`src/rtl/apb_arb_pkg.sv`:
```
// Shared definitions for the APB requester-port arbiter: FSM state encoding
// and the default requester count.
package apb_arb_pkg;

    typedef enum logic [1:0] {
        ARB_IDLE      = 2'd0,
        ARB_ISSUE     = 2'd1,
        ARB_WAIT_BUSY = 2'd2,
        ARB_WAIT_DONE = 2'd3
    } arb_state_e;

    localparam int APB_ARB_DEFAULT_NUM_REQ = 4;

endpackage

```
`src/rtl/apb_rr_picker.sv`:
```
// Combinational request picker: scans req starting at index 'start' and
// wrapping around, returning the first asserted bit as a one-hot vector and
// as a binary index. With start tied to zero it is a lowest-index-wins picker.
module apb_rr_picker
    import apb_arb_pkg::*;
#(
    parameter int NUM_REQ = APB_ARB_DEFAULT_NUM_REQ,
    parameter int IDX_W   = $clog2(NUM_REQ)
) (
    input  logic [NUM_REQ-1:0] req,
    input  logic [IDX_W-1:0]   start,
    output logic [NUM_REQ-1:0] winner,
    output logic [IDX_W-1:0]   winner_idx,
    output logic               valid
);

    logic [IDX_W-1:0] pos;

    // First asserted request at or after 'start', in wrap-around order.
    always_comb begin
        winner     = '0;
        winner_idx = '0;
        valid      = 1'b0;
        pos        = '0;
        for (int k = 0; k < NUM_REQ; k++) begin
            pos = IDX_W'((int'(start) + k) % NUM_REQ);
            if (!valid && req[pos]) begin
                valid       = 1'b1;
                winner[pos] = 1'b1;
                winner_idx  = pos;
            end
        end
    end

endmodule

```
`src/rtl/apb_arbiter.sv`:
```
// Arbiter sharing one APB requester local port among NUM_REQ requesters.
// Build option: define APB_ARB_RR_EN for round-robin arbitration; without it
// the lowest requester index always wins and no pointer register exists.
//
// Handshake: a requester raises req[i] with its we/addr/din and holds them
// until gnt[i] pulses for one cycle; at that grant the arbiter copies the
// slot into m_*, which then stay stable until the next grant. done[i] pulses
// for one cycle when the transfer finishes, with rsp_dout/rsp_err valid in
// that cycle and held until the next done. Towards the APB requester, m_en
// is a single-cycle start pulse issued only while m_busy=0; m_busy high then
// low marks the transfer complete, with m_dout/m_err valid when it drops.
module apb_arbiter
    import apb_arb_pkg::*;
#(
    parameter int NUM_REQ    = APB_ARB_DEFAULT_NUM_REQ,
    parameter int ADDR_WIDTH = 32,
    parameter int DATA_WIDTH = 32
) (
    input  logic                               pclk,
    input  logic                               preset,
    input  logic [NUM_REQ-1:0]                 req,
    input  logic [NUM_REQ*(DATA_WIDTH/8)-1:0]  req_we,
    input  logic [NUM_REQ*ADDR_WIDTH-1:0]      req_addr,
    input  logic [NUM_REQ*DATA_WIDTH-1:0]      req_din,
    output logic [NUM_REQ-1:0]                 gnt,
    output logic [NUM_REQ-1:0]                 done,
    output logic [DATA_WIDTH-1:0]              rsp_dout,
    output logic                               rsp_err,
    output logic                               m_en,
    output logic [DATA_WIDTH/8-1:0]            m_we,
    output logic [DATA_WIDTH-1:0]              m_addr,
    output logic [DATA_WIDTH-1:0]              m_din,
    input  logic                               m_busy,
    input  logic [DATA_WIDTH-1:0]              m_dout,
    input  logic                               m_err,
    output logic [1:0]                         dbg_state
);

    localparam int STRB_W = DATA_WIDTH / 8;
    localparam int IDX_W  = $clog2(NUM_REQ);

    arb_state_e              state_q, state_d;
    logic [NUM_REQ-1:0]      gnt_q, gnt_d;
    logic [NUM_REQ-1:0]      done_q, done_d;
    logic [NUM_REQ-1:0]      owner_q, owner_d;
    logic [STRB_W-1:0]       m_we_q, m_we_d;
    logic [DATA_WIDTH-1:0]   m_addr_q, m_addr_d;
    logic [DATA_WIDTH-1:0]   m_din_q, m_din_d;
    logic [DATA_WIDTH-1:0]   rsp_dout_q, rsp_dout_d;
    logic                    rsp_err_q, rsp_err_d;

    logic [IDX_W-1:0]        pick_start;
    logic [NUM_REQ-1:0]      pick_onehot;
    logic [IDX_W-1:0]        pick_idx;
    logic                    pick_valid;

    apb_rr_picker #(
        .NUM_REQ (NUM_REQ),
        .IDX_W   (IDX_W)
    ) u_picker (
        .req        (req),
        .start      (pick_start),
        .winner     (pick_onehot),
        .winner_idx (pick_idx),
        .valid      (pick_valid)
    );

`ifdef APB_ARB_RR_EN
    logic [IDX_W-1:0] ptr_q, ptr_d;

    assign pick_start = ptr_q;

    // Next search starts just after the requester granted last.
    always_comb begin
        ptr_d = ptr_q;
        if (state_q == ARB_IDLE && pick_valid) begin
            ptr_d = (pick_idx == IDX_W'(NUM_REQ - 1)) ? '0 : pick_idx + 1'b1;
        end
    end

    // Priority pointer register.
    always_ff @(posedge pclk or posedge preset) begin
        if (preset) ptr_q <= '0;
        else        ptr_q <= ptr_d;
    end
`else
    assign pick_start = '0;
`endif

    // Next state, grant/done pulses, captured request and captured response.
    always_comb begin
        state_d    = state_q;
        gnt_d      = '0;
        done_d     = '0;
        owner_d    = owner_q;
        m_we_d     = m_we_q;
        m_addr_d   = m_addr_q;
        m_din_d    = m_din_q;
        rsp_dout_d = rsp_dout_q;
        rsp_err_d  = rsp_err_q;
        case (state_q)
            ARB_IDLE: begin
                if (pick_valid) begin
                    gnt_d    = pick_onehot;
                    owner_d  = pick_onehot;
                    m_addr_d = '0;
                    for (int i = 0; i < NUM_REQ; i++) begin
                        if (IDX_W'(i) == pick_idx) begin
                            m_we_d                    = req_we[i*STRB_W +: STRB_W];
                            m_addr_d[ADDR_WIDTH-1:0]  = req_addr[i*ADDR_WIDTH +: ADDR_WIDTH];
                            m_din_d                   = req_din[i*DATA_WIDTH +: DATA_WIDTH];
                        end
                    end
                    state_d = ARB_ISSUE;
                end
            end
            // The start pulse is held back while the port still reports busy.
            ARB_ISSUE: begin
                if (!m_busy) state_d = ARB_WAIT_BUSY;
            end
            ARB_WAIT_BUSY: begin
                if (m_busy) state_d = ARB_WAIT_DONE;
            end
            ARB_WAIT_DONE: begin
                if (!m_busy) begin
                    rsp_dout_d = m_dout;
                    rsp_err_d  = m_err;
                    done_d     = owner_q;
                    state_d    = ARB_IDLE;
                end
            end
            default: state_d = ARB_IDLE;
        endcase
    end

    // State and datapath registers; reset abandons any transfer in flight.
    always_ff @(posedge pclk or posedge preset) begin
        if (preset) begin
            state_q    <= ARB_IDLE;
            gnt_q      <= '0;
            done_q     <= '0;
            owner_q    <= '0;
            m_we_q     <= '0;
            m_addr_q   <= '0;
            m_din_q    <= '0;
            rsp_dout_q <= '0;
            rsp_err_q  <= 1'b0;
        end else begin
            state_q    <= state_d;
            gnt_q      <= gnt_d;
            done_q     <= done_d;
            owner_q    <= owner_d;
            m_we_q     <= m_we_d;
            m_addr_q   <= m_addr_d;
            m_din_q    <= m_din_d;
            rsp_dout_q <= rsp_dout_d;
            rsp_err_q  <= rsp_err_d;
        end
    end

    assign m_en      = (state_q == ARB_ISSUE) && !m_busy;
    assign gnt       = gnt_q;
    assign done      = done_q;
    assign m_we      = m_we_q;
    assign m_addr    = m_addr_q;
    assign m_din     = m_din_q;
    assign rsp_dout  = rsp_dout_q;
    assign rsp_err   = rsp_err_q;
    assign dbg_state = state_q;

endmodule

```
`config.mk`:
```
export PLATFORM = sky130hd
export DESIGN_NAME = apb_arbiter
export DESIGN_NICKNAME = d
export VERILOG_FILES = /design/src/rtl/apb_arb_pkg.sv /design/src/rtl/apb_rr_picker.sv /design/src/rtl/apb_arbiter.sv
export SDC_FILE = /design/constraint.sdc
export NUM_CORES = 1
export LEC_CHECK = 0
export CAP_MARGIN = 5
export CELL_PAD_IN_SITES_DETAIL_PLACEMENT = 1
export CELL_PAD_IN_SITES_GLOBAL_PLACEMENT = 1
export CORE_AREA = 5 5 160 162
export CTS_CLUSTER_SIZE = 8
export DETAILED_ROUTE_END_ITERATION = 10
export DIE_AREA = 0 0 165 167
export GPL_TIMING_DRIVEN = 0
export HOLD_SLACK_MARGIN = 0.08
export PLACE_DENSITY_LB_ADDON = 0.3
export SLEW_MARGIN = 20
export SYNTH_ARGS = -nofsm -noshare
export SYNTH_HDL_FRONTEND = slang
export SYNTH_HIERARCHICAL = 1
export SYNTH_SLANG_ARGS = --single-unit
```
`constraint.sdc`:
```
create_clock -name pclk -period 7.33 [get_ports pclk]
set_clock_uncertainty 0.05 [all_clocks]
set_input_delay 1.0995 -clock pclk [delete_from_list [all_inputs] [get_ports pclk]]
set_output_delay 1.0995 -clock pclk [all_outputs]
set_load 0.02 [all_outputs]
```
* After elaboration in Yosys (flattened, before gate mapping)
Index checks and enable logic that the tools add are counted.
** Cells by class
- Equal/unequal tests :: 10
- Multiplexer cells :: 32
- Bitwise logic cells :: 1
- Reduce and logical (&&, ||, !) cells :: 15
** Operators with widths (count)
- 2-to-1 mux 32 bit :: 8
- 2-to-1 mux 4 bit :: 9
- 2-to-1 mux 2 bit :: 7
- != test 2 bit (second input constant) :: 4
- one-hot mux 2 bit (4 select lines) :: 1
- 2-to-1 mux 1 bit :: 6
- equality test 2 bit (first input constant) :: 2
- equality test 2 bit (second input constant) :: 2
- logical AND 1 bit :: 4
- logical NOT 1 bit :: 4
- logical NOT 2 bit :: 2
- AND reduction 2 bit :: 2
- AND reduction 4 bit :: 1
- nonzero test 4 bit :: 1
- 2-to-1 mux 3 bit :: 1
- AND reduction 3 bit :: 1
- equality test 1 x 2 -> 1 bit (first input constant) :: 1
- equality test 2 x 1 -> 1 bit (second input constant) :: 1
- NOT 1 bit :: 1
** Storage, ports and cells
- Bits in registers :: 115
- Input bits :: 312
- Output and inout port bits :: 112

* Longest topological paths before layout
- Word-level depth :: 15
- Mapped depth :: 13
- Depth with buffers taken out :: 8

* By module
Netlist, hierarchy kept.
** By module, submodules not included
- apb_arbiter :: instances 1, cells an instance 494, area each 6027.0 µm², seq. area each 2877.8 µm²
- apb_rr_picker :: instances 1, cells an instance 45, area each 421.7 µm², seq. area each 0.0 µm²

* Least setup slack after synthesis
OpenSTA, ideal clock, no wires.
- Kind :: input -> register
- From :: input req[1]
- To :: register m_din_q[0] (netlist: m_din[0])
- Library setup time :: 0.143 ns
- Data arrival time :: 3.031 ns
- Data required time :: 7.137 ns
- Setup slack :: 4.106 ns
- Cell stages on the path :: 9
- Path buffers :: 3
- Cell sequence :: mux4_2 -> buf_6 -> nor4b_4 -> nor2_1 -> a32o_1 -> nand3_1 -> buf_2 -> buf_2 -> o221ai_1
** On the way
- Longest elaborated chain between the ends :: 12
- Elaborated cells between the ends (all ways) :: 20
- Classes of those cells :: eq/ne (3); mux (9); reduce/logical (8)
** Ends and longest elaborated chain
- from (decl) :: RTL line apb_arbiter.sv:21 : input logic [NUM_REQ-1:0] req,
- logical AND 1 bit (*) :: RTL line apb_rr_picker.sv:27 : if (!valid && req[pos]) begin
- 2-to-1 mux 1 bit (*) :: RTL line apb_rr_picker.sv:27
- logical NOT 1 bit :: RTL line apb_rr_picker.sv:27
- logical AND 1 bit :: RTL line apb_rr_picker.sv:27
- 2-to-1 mux 1 bit :: RTL line apb_rr_picker.sv:27
- logical NOT 1 bit :: RTL line apb_rr_picker.sv:27
- logical AND 1 bit :: RTL line apb_rr_picker.sv:27
- 2-to-1 mux 2 bit (*) :: RTL line apb_rr_picker.sv:27
- net pick_idx[1] :: RTL line apb_arbiter.sv:54 : logic [IDX_W-1:0] pick_idx;
- equality test 1 x 2 -> 1 bit :: RTL line apb_arbiter.sv:108 : if (IDX_W'(i) == pick_idx) begin
- 2-to-1 mux 32 bit (3 in a row) :: RTL line apb_arbiter.sv:108
- to (signal assigned) :: RTL line apb_arbiter.sv:155 : m_din_q <= m_din_d;
- to (decl) :: RTL line apb_arbiter.sv:48 : logic [DATA_WIDTH-1:0] m_din_q, m_din_d;
Mark *: on every way through the listed nets, which the timed path passes. The rest lies on a longest branch.
A chain may end at the register's enable or synchronous reset.

* Worst setup path after layout
- From :: input req[2]
- To :: register m_din_q[25] (netlist: m_din[25])
** On the way
- Elaborated cells between the ends (all ways) :: 16
- Classes of those cells :: eq/ne (3); mux (7); reduce/logical (6)
** RTL lines
- logical AND 1 bit (*) :: RTL line apb_rr_picker.sv:27
- 2-to-1 mux 1 bit (*) :: RTL line apb_rr_picker.sv:27
- logical NOT 1 bit :: RTL line apb_rr_picker.sv:27
- logical AND 1 bit :: RTL line apb_rr_picker.sv:27
- 2-to-1 mux 1 bit (*) :: RTL line apb_rr_picker.sv:27
- net pick_valid :: RTL line apb_arbiter.sv:55 : logic pick_valid;
- AND reduction 3 bit (no line) (*)
Marks and branches as above.

==> results.py <==
metrics = {
    "synthesis": {
        "synth_ff_type": "dfrtp_1",
        "synthesis.area_um2": 6449,
        "yosysWarningCount": 6,
        "synthArstFlopShare_pct": 100.0,
        "yosysUniqueCellTypes": 33,
        "synth_edf_count": 0,
        "synth-seq-cells": 115,
        "ys_seq_area_share_pct": 44.63,
        "synthesis.instances": 539,
        "syn_avg_cell_area_um2": 11.96,
    },
    "critical_path": {
        "path_delay_family": "buffers and inverters",
        "cp_data_arrival_time_ps": 4180,
        "path_buf_inv": 3,
        "path_cells": "clkdlybuf4s50_1, mux4_1, nor3_1, nand2b_1, nand2_2, or2_1, clkbuf_1, clkbuf_1, o221ai_1",
        "required_ps": 7540,
        "worstReg2RegStart": "dbg_state[1]$_DFFE_PP0P_",
        "critical-path-max-stage-delay_ps": 660,
        "startpoint": "req[2]",
        "critical_path_class": "in -> reg",
        "cpMaxStageDelayCell": "mux4_1",
        "crit_fanout": 10,
        "crit_path_end_kind": "flop",
        "cp-start-kind": "input port",
        "cp_common_cell": "clkbuf_1",
    },
    "clock_tree": {
        "cts_buffers": 17,
        "post_cts_buffers": 0,
        "cts_buffer_depth": 2,
        "cts.repair.resized": 0,
        "ctsHoldBuffers": 0,
        "cts_tree": "yes",
        "cts_sinks": 115,
        "worstSkewPairLatency_ps": 420,
        "cts-root-buf": "clkbuf_16",
        "clk_pin_slew_ps": 60,
        "cts.htree.levels": 4,
    },
    "pwr": {
        "power_leakage_uw": 0.004972,
        "power_density_nw_per_um2": 341.2,
        "max-vdd-ir-drop_v": 0.0001273,
    },
    "floorplanning": {
        "die_w_um": 165,
        "die_area_um2": 27560,
        "core_um2": 23960,
        "rows": 57,
        "num_io_pins": 424,
        "die_h_um": 167,
        "start_util_pct": 26.91,
    },
    "sta": {
        "fin_crit_sh_pct": 54.20,
        "worstMarginPinSlew_ps": 625.6,
        "rsz0062_at_grt": "false",
        "finalSetupTns_ps": 0,
        "hold_viol": 0,
        "setup_viol": 0,
        "finalCriticalPeriod_ps": 3973,
        "drv_slew": 0,
        "max_freq_mhz": 251.7,
        "relSlewSlack_pct": 58.29,
        "whs_ps": 419.6,
    },
    "finish": {
        "drive_above_1_share_pct": 12.03,
        "diodes": 0,
        "final_common_cell": "clkdlybuf4s50_1",
        "final_core_utilization_pct": 48.94,
        "nets": 1315,
        "layout_common_cells": "clkdlybuf4s50_1 (423), mux2i_1 (139), dfrtp_1 (115)",
        "final_area_um2": 11730,
        "final_cell_count_no_fill": 1330,
        "nFillCells": 2650,
        "area_growth_pct": 81.86,
    },
    "placed_design": {
        "dpl.cell_count": 1298,
        "dp_hpwl_mm": 23.27,
        "placed_area_um2": 11160,
        "gp_congestion": 0.7728,
        "portBuffers": 423,
    },
    "grt": {
        "grt.total_usage_pct": 20.07,
        "grt_overflow_total": 0,
        "grt_pass1_wl_mm": 42.10,
        "antenna_found_initial": 2,
        "grt_max_degree": 74,
        "grt_pass1_vias": 6908,
    },
    "min_path": {
        "holdCritStartpoint": "owner_q[2]$_DFFE_PP0P_",
        "hold_class": "reg -> reg",
    },
    "routing": {
        "drc": 0,
        "drt_wl_total_mm": 28.77,
        "drt_iter0_markers": 241,
        "avgRoutedWirePerCell_um": 21.63,
        "drtAntennaViolNets": 0,
        "vias": 6347,
        "avgViaCountPerCell": 4.772,
        "firstDrtPassIters": 4,
    },
    "outcome": {
        "outcome": "complete, no violations",
    },
    "job": {
        "max_cap_viol_count": 0,
    },
}
final timing paths:
check                                                 to  slack, ps  cells after the start
worst max-delay path               m_din[25]$_DFFE_PP0P_       3360                      9
worst min-delay path              owner_q[2]$_DFFE_PP0P_        420                      1
worst max register to register     m_din[25]$_DFFE_PP0P_       4950                      7
worst min register to register    owner_q[2]$_DFFE_PP0P_        420                      1
max in group asynchronous          m_din[26]$_DFFE_PP0P_       5470                      3
min in group asynchronous       rsp_dout[21]$_DFFE_PP0P_       1040                      2
worst reg2reg max path: stages, from the launching register on:
cell      delay, ps
dfrtp_1         410
inv_1           100
ha_1            290
nand2_2         290
or2_1           160
clkbuf_1        230
clkbuf_1        490
o221ai_1        200
through the flow:
step / total power (uW) / worst slack [ps]
5_1_grt: 4241 / 3036
4_1_cts: 4067 / 3307
6_report: 4001 / 3358
2_1_floorplan: 2181 / 3136
3_5_place_dp: 3242 / 2856
3_3_place_gp: 3187 / 1053
cell usage after synthesis (2+ instances only):
cell      count  area [um^2]
o221ai_1     50        437.9
nor2_1        4        15.01
nand2_1      68        255.2
mux2_2       35        394.1
o221ai_2     20        300.3
o21ai_0       6        30.03
mux2i_1     139         1391
and3_1        4        25.02
a22oi_1       8        60.06
and2_1        4        25.02
mux4_2        2        45.04
inv_1         8        30.03
nand2b_1      2        12.51
dfrtp_1     115         2878
a21o_1        4        30.03
nor2b_1       3        18.77
buf_2        21        105.1
clkbuf_1     17        63.81
buf_6         5        56.30
mux4_1        2        52.55
ha_1         10        125.1
layout make-up:
cell class                 instances  area, um^2  share of cell area (%)
timing repair buffer             424        4262                   36.34
multi-input combinational        383        3349                   28.56
sequential                       115        2878                   24.54
clock buffer                      17       425.4                   3.627
tap                              324       405.4                   3.457
buffer                            44       232.7                   1.984
clock inverter                    15       140.1                   1.195
inverter                           8       35.03                  0.2987
metal layers:
| layer | GRT usage (%) | vias to the layer above | share of wire, % | wire length [um] |
|---|---|---|---|---|
| li1 | - | 2938 | - | - |
| met1 | 21.86 | 3106 | 37 | 10530 |
| met2 | 36.61 | 251 | 53 | 15270 |
| met3 | 5.462 | 48 | 7.2 | 2082 |
| met4 | 7.559 | 4 | 3.0 | 853 |
| met5 | 0 | - | 0.12 | 34 |
state kept, by name, indices dropped and copies added, names as in the netlist:
name,count
rsp_err,1
gnt,4
done,4
dbg_state,2
m_din,32
rsp_dout,32
m_addr,32
m_we,4
owner_q,4
cell families (layout without fill, tap and decap cells):
kind of cell | Yosys count | in the layout | share of synthesized area (%)
and+or+nand+nor | 92 | 92 | 6.403
adders and majority gates | 10 | 10 | 1.940
other | 1 | 12 | 0.05815
buffers and inverters | 52 | 508 | 4.074
AOI/OAI and AO/OA | 91 | 91 | 13.70
muxes | 178 | 178 | 29.20
DFF | 115 | 115 | 44.63
report_power, final:
group	switching (uW)	total [uW]	internal (uW)
combinational	1080	2110	1030
sequential	157	1090	932
clock	357	805	448
Note: power is estimated with default switching activity, not from simulation.
